--- config.mk ---
export PLATFORM = sky130hd
export DESIGN_NAME = branch_resolver_flat
export DESIGN_NICKNAME = d
export VERILOG_FILES = /design/src/rtl/branch_resolver_if.sv /design/src/rtl/branch_resolver.sv /design/src/flat_wrapper.sv
export SDC_FILE = /design/constraint.sdc
export NUM_CORES = 1
export LEC_CHECK = 0
export ABC_AREA = 1
export BUFFER_PORTS_ARGS = -buffer_cell sky130_fd_sc_hd__buf_2
export CORE_ASPECT_RATIO = 1.25
export CORE_MARGIN = 4
export CORE_UTILIZATION = 40
export CTS_BUF_LIST = sky130_fd_sc_hd__clkbuf_4 sky130_fd_sc_hd__clkbuf_8
export DETAILED_ROUTE_END_ITERATION = 8
export GPL_TIMING_DRIVEN = 0
export HOLD_SLACK_MARGIN = 0.12
export PLACE_DENSITY = 0.75
export SKIP_CTS_REPAIR_TIMING = 1
export SLEW_MARGIN = 40
export SYNTH_ARGS = -nofsm -noshare
export SYNTH_HDL_FRONTEND = slang
export SYNTH_SLANG_ARGS = --single-unit
--- constraint.sdc ---
create_clock -name i_Clock -period 5 [get_ports i_Clock]
set_clock_uncertainty 0.05 [all_clocks]
set_input_delay 0.25 -clock i_Clock [delete_from_list [all_inputs] [get_ports i_Clock]]
set_output_delay 0.25 -clock i_Clock [all_outputs]
set_load 0.01 [all_outputs]
--- src/rtl/branch_resolver_if.sv ---
// rtl/branch_resolver_if.sv - issue, comparator and redirect signals of the branch resolver
interface branch_resolver_if #(
    parameter int XLEN          = 32,
    parameter int CMP_SEL_WIDTH = 2
);
    logic                     i_Flush;
    logic                     i_Branch_Valid;
    logic                     o_Branch_Ready;
    logic [2:0]               i_Funct3;
    logic [XLEN-1:0]          i_Rs1_Data;
    logic [XLEN-1:0]          i_Rs2_Data;
    logic [XLEN-1:0]          i_Pc;
    logic [XLEN-1:0]          i_Imm;
    logic                     i_Predicted_Taken;
    logic                     o_Cmp_Enable;
    logic [XLEN-1:0]          o_Cmp_A;
    logic [XLEN-1:0]          o_Cmp_B;
    logic [CMP_SEL_WIDTH:0]   o_Cmp_Select;
    logic                     i_Cmp_Result;
    logic                     o_Redirect_Valid;
    logic                     i_Redirect_Ready;
    logic [XLEN-1:0]          o_Redirect_Pc;
    logic                     o_Resolve_Valid;
    logic                     o_Resolve_Taken;
    logic                     o_Misaligned;
    logic                     o_Illegal;

    modport master (
        input  i_Flush, i_Branch_Valid, i_Funct3, i_Rs1_Data, i_Rs2_Data, i_Pc, i_Imm,
               i_Predicted_Taken, i_Cmp_Result, i_Redirect_Ready,
        output o_Branch_Ready, o_Cmp_Enable, o_Cmp_A, o_Cmp_B, o_Cmp_Select,
               o_Redirect_Valid, o_Redirect_Pc, o_Resolve_Valid, o_Resolve_Taken,
               o_Misaligned, o_Illegal
    );

    modport slave (
        output i_Flush, i_Branch_Valid, i_Funct3, i_Rs1_Data, i_Rs2_Data, i_Pc, i_Imm,
               i_Predicted_Taken, i_Cmp_Result, i_Redirect_Ready,
        input  o_Branch_Ready, o_Cmp_Enable, o_Cmp_A, o_Cmp_B, o_Cmp_Select,
               o_Redirect_Valid, o_Redirect_Pc, o_Resolve_Valid, o_Resolve_Taken,
               o_Misaligned, o_Illegal
    );
endinterface

--- src/rtl/branch_resolver.sv ---
// rtl/branch_resolver.sv - conditional branch resolver driving the comparator and fetch redirect
// Optional branch/mispredict counters enabled by BRANCH_RESOLVER_STATS_EN.
module branch_resolver #(
    parameter int XLEN          = 32,
    parameter int CMP_SEL_WIDTH = 2
) (
    input  logic i_Clock,
    input  logic i_Reset_N,
    branch_resolver_if.master bus
`ifdef BRANCH_RESOLVER_STATS_EN
    ,
    output logic [31:0] o_Branch_Count,
    output logic [31:0] o_Mispredict_Count
`endif
);
    localparam logic [CMP_SEL_WIDTH:0] SEL_EQ  = (CMP_SEL_WIDTH+1)'(0);
    localparam logic [CMP_SEL_WIDTH:0] SEL_NE  = (CMP_SEL_WIDTH+1)'(1);
    localparam logic [CMP_SEL_WIDTH:0] SEL_LT  = (CMP_SEL_WIDTH+1)'(2);
    localparam logic [CMP_SEL_WIDTH:0] SEL_GE  = (CMP_SEL_WIDTH+1)'(3);
    localparam logic [CMP_SEL_WIDTH:0] SEL_LTU = (CMP_SEL_WIDTH+1)'(4);
    localparam logic [CMP_SEL_WIDTH:0] SEL_GEU = (CMP_SEL_WIDTH+1)'(5);

    typedef enum logic [1:0] {IDLE, EVAL, RESOLVE, REDIRECT} state_t;

    state_t          state;
    logic [XLEN-1:0] pc_q;
    logic [XLEN-1:0] imm_q;
    logic            pred_q;
    logic            illegal_q;
    logic            taken_q;
    logic            resolve_q;
    logic            misaligned_q;
    logic            illegal_pulse_q;

    logic            cmp_taken;
    logic [XLEN-1:0] target;
    logic [XLEN-1:0] fallthrough;
    logic            handshake;

    function automatic logic [CMP_SEL_WIDTH:0] sel_of(input logic [2:0] f3);
        case (f3)
            3'b001:  sel_of = SEL_NE;
            3'b100:  sel_of = SEL_LT;
            3'b101:  sel_of = SEL_GE;
            3'b110:  sel_of = SEL_LTU;
            3'b111:  sel_of = SEL_GEU;
            default: sel_of = SEL_EQ;
        endcase
    endfunction

    assign cmp_taken   = bus.i_Cmp_Result & ~illegal_q;
    assign target      = pc_q + imm_q;
    assign fallthrough = pc_q + XLEN'(4);
    // The redirect retires in its handshake cycle; a concurrent flush cancels it.
    assign handshake   = (state == REDIRECT) & bus.o_Redirect_Valid & bus.i_Redirect_Ready & ~bus.i_Flush;

    assign bus.o_Resolve_Valid = (resolve_q & ~bus.i_Flush) | handshake;
    assign bus.o_Resolve_Taken = bus.o_Resolve_Valid & taken_q;
    assign bus.o_Misaligned    = misaligned_q & ~bus.i_Flush;
    assign bus.o_Illegal       = illegal_pulse_q & ~bus.i_Flush;

    always_ff @(posedge i_Clock or negedge i_Reset_N) begin
        if (!i_Reset_N) begin
            state                <= IDLE;
            pc_q                 <= '0;
            imm_q                <= '0;
            pred_q               <= 1'b0;
            illegal_q            <= 1'b0;
            taken_q              <= 1'b0;
            resolve_q            <= 1'b0;
            misaligned_q         <= 1'b0;
            illegal_pulse_q      <= 1'b0;
            bus.o_Branch_Ready   <= 1'b1;
            bus.o_Cmp_Enable     <= 1'b0;
            bus.o_Cmp_A          <= '0;
            bus.o_Cmp_B          <= '0;
            bus.o_Cmp_Select     <= '0;
            bus.o_Redirect_Valid <= 1'b0;
            bus.o_Redirect_Pc    <= '0;
        end else begin
            resolve_q        <= 1'b0;
            misaligned_q     <= 1'b0;
            illegal_pulse_q  <= 1'b0;
            bus.o_Cmp_Enable <= 1'b0;
            bus.o_Cmp_A      <= '0;
            bus.o_Cmp_B      <= '0;
            bus.o_Cmp_Select <= '0;
            if (bus.i_Flush) begin
                state                <= IDLE;
                bus.o_Branch_Ready   <= 1'b1;
                bus.o_Redirect_Valid <= 1'b0;
            end else begin
                case (state)
                    IDLE: if (bus.i_Branch_Valid) begin
                        pc_q               <= bus.i_Pc;
                        imm_q              <= bus.i_Imm;
                        pred_q             <= bus.i_Predicted_Taken;
                        illegal_q          <= (bus.i_Funct3[2:1] == 2'b01);
                        bus.o_Cmp_Enable   <= 1'b1;
                        bus.o_Cmp_A        <= bus.i_Rs1_Data;
                        bus.o_Cmp_B        <= bus.i_Rs2_Data;
                        bus.o_Cmp_Select   <= sel_of(bus.i_Funct3);
                        bus.o_Branch_Ready <= 1'b0;
                        state              <= EVAL;
                    end
                    EVAL: begin
                        // Decide the outcome now so resolve/redirect is visible one cycle later.
                        taken_q <= cmp_taken;
                        if (illegal_q) begin
                            illegal_pulse_q <= 1'b1;
                            resolve_q       <= 1'b1;
                            state           <= RESOLVE;
                        end else if (cmp_taken && target[1:0] != 2'b00) begin
                            misaligned_q <= 1'b1;
                            resolve_q    <= 1'b1;
                            state        <= RESOLVE;
                        end else if (cmp_taken == pred_q) begin
                            resolve_q <= 1'b1;
                            state     <= RESOLVE;
                        end else begin
                            bus.o_Redirect_Valid <= 1'b1;
                            bus.o_Redirect_Pc    <= cmp_taken ? target : fallthrough;
                            state                <= REDIRECT;
                        end
                    end
                    RESOLVE: begin
                        bus.o_Branch_Ready <= 1'b1;
                        state              <= IDLE;
                    end
                    REDIRECT: if (bus.i_Redirect_Ready) begin
                        bus.o_Redirect_Valid <= 1'b0;
                        bus.o_Branch_Ready   <= 1'b1;
                        state                <= IDLE;
                    end
                    default: state <= IDLE;
                endcase
            end
        end
    end

`ifdef BRANCH_RESOLVER_STATS_EN
    always_ff @(posedge i_Clock or negedge i_Reset_N) begin
        if (!i_Reset_N) begin
            o_Branch_Count     <= '0;
            o_Mispredict_Count <= '0;
        end else begin
            if (bus.o_Resolve_Valid && o_Branch_Count != 32'hFFFF_FFFF)
                o_Branch_Count <= o_Branch_Count + 32'd1;
            if (handshake && o_Mispredict_Count != 32'hFFFF_FFFF)
                o_Mispredict_Count <= o_Mispredict_Count + 32'd1;
        end
    end
`endif
endmodule

--- src/flat_wrapper.sv ---
// flat-port wrapper written by rule: the top's interface ports become plain ports
module branch_resolver_flat 
#(
    parameter int XLEN          = 32,
    parameter int CMP_SEL_WIDTH = 2
)
  (i_Clock, i_Reset_N, bus_i_Flush, bus_i_Branch_Valid, bus_i_Funct3, bus_i_Rs1_Data, bus_i_Rs2_Data, bus_i_Pc, bus_i_Imm, bus_i_Predicted_Taken, bus_i_Cmp_Result, bus_i_Redirect_Ready, bus_o_Branch_Ready, bus_o_Cmp_Enable, bus_o_Cmp_A, bus_o_Cmp_B, bus_o_Cmp_Select, bus_o_Redirect_Valid, bus_o_Redirect_Pc, bus_o_Resolve_Valid, bus_o_Resolve_Taken, bus_o_Misaligned, bus_o_Illegal);
  branch_resolver_if #(.XLEN(XLEN), .CMP_SEL_WIDTH(CMP_SEL_WIDTH)) bus_i ();
  input  logic i_Clock;
  input  logic i_Reset_N;
  input wire logic [$bits(bus_i.i_Flush)-1:0] bus_i_Flush;
  input wire logic [$bits(bus_i.i_Branch_Valid)-1:0] bus_i_Branch_Valid;
  input wire logic [$bits(bus_i.i_Funct3)-1:0] bus_i_Funct3;
  input wire logic [$bits(bus_i.i_Rs1_Data)-1:0] bus_i_Rs1_Data;
  input wire logic [$bits(bus_i.i_Rs2_Data)-1:0] bus_i_Rs2_Data;
  input wire logic [$bits(bus_i.i_Pc)-1:0] bus_i_Pc;
  input wire logic [$bits(bus_i.i_Imm)-1:0] bus_i_Imm;
  input wire logic [$bits(bus_i.i_Predicted_Taken)-1:0] bus_i_Predicted_Taken;
  input wire logic [$bits(bus_i.i_Cmp_Result)-1:0] bus_i_Cmp_Result;
  input wire logic [$bits(bus_i.i_Redirect_Ready)-1:0] bus_i_Redirect_Ready;
  output wire logic [$bits(bus_i.o_Branch_Ready)-1:0] bus_o_Branch_Ready;
  output wire logic [$bits(bus_i.o_Cmp_Enable)-1:0] bus_o_Cmp_Enable;
  output wire logic [$bits(bus_i.o_Cmp_A)-1:0] bus_o_Cmp_A;
  output wire logic [$bits(bus_i.o_Cmp_B)-1:0] bus_o_Cmp_B;
  output wire logic [$bits(bus_i.o_Cmp_Select)-1:0] bus_o_Cmp_Select;
  output wire logic [$bits(bus_i.o_Redirect_Valid)-1:0] bus_o_Redirect_Valid;
  output wire logic [$bits(bus_i.o_Redirect_Pc)-1:0] bus_o_Redirect_Pc;
  output wire logic [$bits(bus_i.o_Resolve_Valid)-1:0] bus_o_Resolve_Valid;
  output wire logic [$bits(bus_i.o_Resolve_Taken)-1:0] bus_o_Resolve_Taken;
  output wire logic [$bits(bus_i.o_Misaligned)-1:0] bus_o_Misaligned;
  output wire logic [$bits(bus_i.o_Illegal)-1:0] bus_o_Illegal;
  assign bus_i.i_Flush = bus_i_Flush;
  assign bus_i.i_Branch_Valid = bus_i_Branch_Valid;
  assign bus_i.i_Funct3 = bus_i_Funct3;
  assign bus_i.i_Rs1_Data = bus_i_Rs1_Data;
  assign bus_i.i_Rs2_Data = bus_i_Rs2_Data;
  assign bus_i.i_Pc = bus_i_Pc;
  assign bus_i.i_Imm = bus_i_Imm;
  assign bus_i.i_Predicted_Taken = bus_i_Predicted_Taken;
  assign bus_i.i_Cmp_Result = bus_i_Cmp_Result;
  assign bus_i.i_Redirect_Ready = bus_i_Redirect_Ready;
  assign bus_o_Branch_Ready = bus_i.o_Branch_Ready;
  assign bus_o_Cmp_Enable = bus_i.o_Cmp_Enable;
  assign bus_o_Cmp_A = bus_i.o_Cmp_A;
  assign bus_o_Cmp_B = bus_i.o_Cmp_B;
  assign bus_o_Cmp_Select = bus_i.o_Cmp_Select;
  assign bus_o_Redirect_Valid = bus_i.o_Redirect_Valid;
  assign bus_o_Redirect_Pc = bus_i.o_Redirect_Pc;
  assign bus_o_Resolve_Valid = bus_i.o_Resolve_Valid;
  assign bus_o_Resolve_Taken = bus_i.o_Resolve_Taken;
  assign bus_o_Misaligned = bus_i.o_Misaligned;
  assign bus_o_Illegal = bus_i.o_Illegal;
  branch_resolver #(.XLEN(XLEN), .CMP_SEL_WIDTH(CMP_SEL_WIDTH)) u_core (.i_Clock(i_Clock), .i_Reset_N(i_Reset_N), .bus(bus_i));
endmodule
# Word-level counts from Yosys, hierarchy flattened
# Index checks and enable logic that the tools add are counted.
[word_totals]
regBits = 174
latchBits = 0
mem_bits_rw = 0
mem_bits_ro = 0
input_bits = 138
output_inout_bits = 106
word_cells = 100
n_memories = 0
[op_classes]
addsub = 2
multipliers = 0
div = 0
order_cmp = 0
eq_ne = 15
shifts = 0
n_mux = 43
bitwise_logic = 13
n_reduce_logical = 11
[ops]
columns = ["op", "n"]
rows = [
  ["$mux 32", 7],
  ["$add 32x3->32 const B", 1],
  ["$add 32x32->32", 1],
  ["$mux 1", 24],
  ["$ne 3x3->1 const B", 5],
  ["$pmux 3 s5", 1],
  ["$eq 3x3->1 const B", 4],
  ["$mux 2", 5],
  ["$reduce_and 5->1", 2],
  ["$mux 3", 3],
  ["$and 1x1->1", 8],
  ["$pmux 2 s4", 1],
  ["$reduce_and 3->1", 2],
  ["$eq 2x1->1 const B", 2],
  ["$eq 2x2->1 const B", 2],
  ["$not 1->1", 4],
  ["$reduce_and 2->1", 2],
  ["$reduce_bool 4->1", 1],
  ["$eq 3x1->1 const B", 1],
  ["$pmux 1 s3", 1],
  ["$reduce_bool 3->1", 1],
  ["$logic_not 2->1", 1],
  ["$pmux 1 s2", 1],
  ["$reduce_bool 2->1", 1],
  ["other kinds (3)", 3],
]

# Depth between registers and ports, before layout
[logic_depth]
ltp_word = 8
mapped_depth = 15
ltp_nobuf = 15

# Worst setup path before layout
# Ideal clock, no wire load.
[synth_path]
kind = "reg2reg"
startpoint = "register u_core.pc_q[0]"
endpoint = "register u_core.bus.o_Redirect_Pc[12] (netlist name)"
setup_ps = 134
arrival_ps = 1975
t_required_ps = 4816
path_slack_ps = 2841
path_stages_with_launch = 13
n_path_buf = 2
period_less_slack_ps = 2159
path_cell_list = "dfrtp_1 -> ha_1 -> inv_1 -> fa_1 -> inv_1 -> o21ai_2 -> nand3_1 -> nor2_2 -> nand2_4 -> inv_2 -> buf_6 -> buf_6 -> a31oi_2"
[synth_via]
elab_chain_cells = 5
elab_cells_between_ends = 7
[synth_lines]
columns = ["item", "line", "text"]
rows = [
  ["from (decl)", "branch_resolver.sv:26", "logic [XLEN-1:0] pc_q;"],
  ["from (signal assigned)", "branch_resolver.sv:95", "pc_q <= bus.i_Pc;"],
  ["$add 32x32->32", "branch_resolver.sv:52", "assign target = pc_q + imm_q;"],
  ["$reduce_bool 2->1", "branch_resolver.sv:113", "end else if (cmp_taken && target[1:0] != 2'b00) begin"],
  ["$logic_and 1x1->1", "branch_resolver.sv:113", ""],
  ["$not 1->1 (no source line)", "n/a", ""],
  ["$reduce_and 5->1 (no source line)", "n/a", ""],
  ["to (signal assigned)", "branch_resolver.sv:122", "bus.o_Redirect_Pc <= cmp_taken ? target : fallthrough;"],
  ["to (decl)", "branch_resolver_if.sv:32", "o_Redirect_Valid, o_Redirect_Pc, o_Resolve_Valid, o_Resolve_Taken,"],
]
# Several ways; a longest one is shown, not always the timed one.
# A chain may end at the register's enable or synchronous reset.

# Worst setup path in the final report
[layout_path]
startpoint = "register u_core.pc_q[0]"
endpoint = "register u_core.bus.o_Redirect_Pc[23] (netlist name)"
# Same word-level chain as after synthesis.

==> results.sh <==
export IMPL_clock_sinks=174
export IMPL_fp_dieW_um=147
export IMPL_diodes=0
export IMPL_outcome="finished clean"
export IMPL_maxSlewHeadroom_pct=49.7
export IMPL_finalCritPeriodShare_pct=53.8
export IMPL_worst_setup_path_type="reg -> reg"
export IMPL_crit_buf_inv=5
export IMPL_die_area_sq_um=26800
export IMPL_grt_max_degree=74
export IMPL_r2r_end="u_core.bus.o_Redirect_Pc[23]"
export IMPL_min_to="u_core.misaligned_q"
export IMPL_clock_latency_ns=0.48
export IMPL_final_cell_mix="nand2_1, buf_2, inv_1"
export IMPL_drv_cap=0
export IMPL_crit_path_max_fanout=10
export IMPL_yosysSeqAreaShare_pct=44.9
export IMPL_gr_total_overflow=0
export IMPL_grt_pass1_wl_um=50100
export IMPL_ir_drop_mv=0.234
export IMPL_drcViolationCount=0
export IMPL_cp_cell_sequence="ha_1, inv_1, fa_1, inv_1, o21ai_2, nand3_1, nor2_2, nand2_4, inv_2, buf_6, buf_6, nand3_1, nand2_1"
export IMPL_gp_congestion=0.963
export IMPL_slowest_stage="fa_1"
export IMPL_finalHoldViolations=0
export IMPL_required_ns=5.36
export IMPL_fin_tns_setup_ns=0
export IMPL_synth_top_family_by_area="simple AND/OR/NAND/NOR gates"
export IMPL_area_growth_pct=35.4
export IMPL_arrival_ns=3.06
export IMPL_yosysUniqueCellTypes=36
export IMPL_setup_violations=0
export IMPL_dr_pass1_iters=8
export IMPL_rr_startpoint="u_core.pc_q[0]"
export IMPL_max_stage_delay_ns=0.48
export IMPL_start_kind="register"
export IMPL_netlist_instances=1372
export IMPL_power_density_nw_per_um2=458
export IMPL_drtIter0Drc=660
export IMPL_port_buffers=242
export IMPL_synth_seq_cells=174
export IMPL_netlist_area_sq_um=9690
export IMPL_slew_viol_final=0
export IMPL_routed_via_density=4.83
export IMPL_r2r_cells=13
export IMPL_post_drt_wl_per_cell_um=16.7
export IMPL_endpoint_kind="register"
export IMPL_routed_wl_um=35100
export IMPL_synth_compound_area_share_pct=7.37
export IMPL_root_buffer="clkbuf_8"
export IMPL_async_flop_share_pct=100
export IMPL_worst_pin_slew_ns=0.754
export IMPL_drive_above_1_share_pct=17.4
export IMPL_synth_area_per_cell_sq_um=7.06
export IMPL_holdCritStartpoint="bus_i_Cmp_Result"
export IMPL_dpl_hpwl_um=26000
export IMPL_postRouteAntennaNets=0
export IMPL_cts_tree="built"
export IMPL_rsz0062_at_grt="false"
export IMPL_reg2reg_slack_ns=2.31
export IMPL_nNetsFinal=1943
export IMPL_pin_count=244
export IMPL_muxShareOfSynthArea_pct=0
export IMPL_final_core_util_pct=55.1
export IMPL_fin_crit_ns=2.69
export IMPL_worst_hold_slack_ns=0.190
export IMPL_dieHeight_um=182
export IMPL_fillers=2327
export IMPL_htree_levels=4
export IMPL_gr_usage_all_layers_pct=24.1
export IMPL_holdPathStages=5
export IMPL_final_common_cell="nand2_1"
export IMPL_synthesis_nets=1543
export IMPL_yosys_area_share_simple_pct=31.3
export IMPL_critPathTopFamily="adder cells"
export IMPL_placementRows=63
export IMPL_synth_edf_count=0
export IMPL_yosysWarnings=0
export IMPL_start_util_pct=40.7
export IMPL_synth_ff_type="dfrtp_1"
export IMPL_core_sq_um=23800
export IMPL_max_freq_mhz=372
export IMPL_synth_xor_area_share_pct=1.36
export IMPL_grt_pass1_vias=9534
export IMPL_via_count=10182
export IMPL_clockBufferDepth=2
export IMPL_hold_class="in -> reg"
export IMPL_antenna_found_initial=0
export IMPL_cts_made_buffers=17
export IMPL_path_clk_slew_ns=0.10
export IMPL_synth_fa_ha_area_share_pct=4.34
export IMPL_cellLeakagePower_uw=0.00749
## synth_stat cells (2+ instances only)
| cell | n | area [sq um] |
|---|---|---|
| nor3_1 | 20 | 100 |
| nand2_4 | 2 | 22.5 |
| o21ai_0 | 51 | 255 |
| nand2_1 | 467 | 1750 |
| clkbuf_1 | 16 | 60.1 |
| xnor2_1 | 2 | 17.5 |
| or2_2 | 2 | 12.5 |
| inv_1 | 229 | 860 |
| nor3b_1 | 3 | 22.5 |
| nand3b_1 | 7 | 52.6 |
| nand4_1 | 8 | 50.1 |
| and2_1 | 2 | 12.5 |
| xor2_1 | 13 | 114 |
| inv_2 | 3 | 11.3 |
| buf_1 | 2 | 7.51 |
| buf_2 | 14 | 70.1 |
| buf_6 | 2 | 22.5 |
| ha_1 | 32 | 400 |
| o21bai_1 | 2 | 15.0 |
| a31oi_2 | 7 | 87.6 |
| dfrtp_1 | 173 | 4330 |
| nand3_1 | 63 | 315 |
| nor2_1 | 175 | 657 |
| a21oi_1 | 64 | 320 |
| a31oi_1 | 2 | 12.5 |
## final cells by class
| class | instances | area, sq um | area share [%] |
|---|---|---|---|
| buffer | 34 | 160 | 1.22 |
| clock buffer | 18 | 248 | 1.89 |
| clock inverter | 13 | 130 | 0.992 |
| inverter | 233 | 877 | 6.68 |
| multi-input combinational | 931 | 4300 | 32.8 |
| sequential | 174 | 4360 | 33.2 |
| tap | 325 | 407 | 3.10 |
| timing repair buffer | 381 | 2650 | 20.2 |
## stage by stage
stage / std cells / setup slack [ns] / power [uW] / cell area (sq um)
after global placement: 1939 / 0.909 / 4850 / 11300
after global routing: 2109 / 2.15 / 6490 / 13100
after CTS: 1972 / 2.32 / 5900 / 11800
after floorplan: 1372 / 2.84 / 3950 / 9690
final: 2109 / 2.31 / 6010 / 13100
after detailed placement: 1941 / 2.32 / 4910 / 11400
## sequential cells by signal, indices dropped and copies added (netlist names), 2 cells and up
name,flops
u_core.pc_q,32
u_core.imm_q,32
u_core.state,2
u_core.bus.o_Cmp_Select,3
u_core.bus.o_Cmp_B,32
u_core.bus.o_Cmp_A,32
u_core.bus.o_Redirect_Pc,32
## kinds of logic (layout without fill, tap and decap cells)
logic type                 Yosys count  in the layout
xor gates and xnor gates            15             15
AOI/OAI and AO/OA                  129            129
buffers and inverters              267            679
adders and majority gates           33             33
DFF                                174            174
and+or+nand+nor                    754            754
## worst max path at each step
stage	startpoint	to	slack [ns]	depth (start not counted)
4_1_cts	u_core.pc_q[0]	u_core.bus.o_Redirect_Pc[23]	2.32	13
5_1_grt	u_core.pc_q[0]	u_core.bus.o_Redirect_Pc[23]	2.15	13
3_3_place_gp	i_Reset_N	u_core.bus.o_Cmp_B[31]	0.91	1
3_5_place_dp	u_core.pc_q[0]	u_core.bus.o_Redirect_Pc[23]	2.32	13
2_1_floorplan	u_core.pc_q[0]	u_core.bus.o_Redirect_Pc[12]	2.84	12
6_report	u_core.pc_q[0]	u_core.bus.o_Redirect_Pc[23]	2.31	13
## report_power, final
group,internal (uW),switching [uW],total (uW)
logic,1040,1830,2870
clock network,416,569,984
registers,1790,364,2150
total,3240,2770,6010
## per-layer routing
layer  track usage (%)  up-vias  part of all wire (%)
met5                 0        -                     0
met4              10.9        0                   4.3
met3              6.62       75                   7.7
met2              41.7      443                    49
met1              27.8     4679                    39
li1                  -     4985                     -
## worst register-to-register path, delay by kind of cell, from the launching register on
family                   cells  cell delay (ns)
AND/OR/NAND/NOR              5             0.67
buffers and inverters        5             0.61
AO/OA/AOI/OAI                1             0.16
adder cells (fa/ha/maj)      2             0.73
flip-flops                   1             0.41
Power figures use the tool's default switching activity.
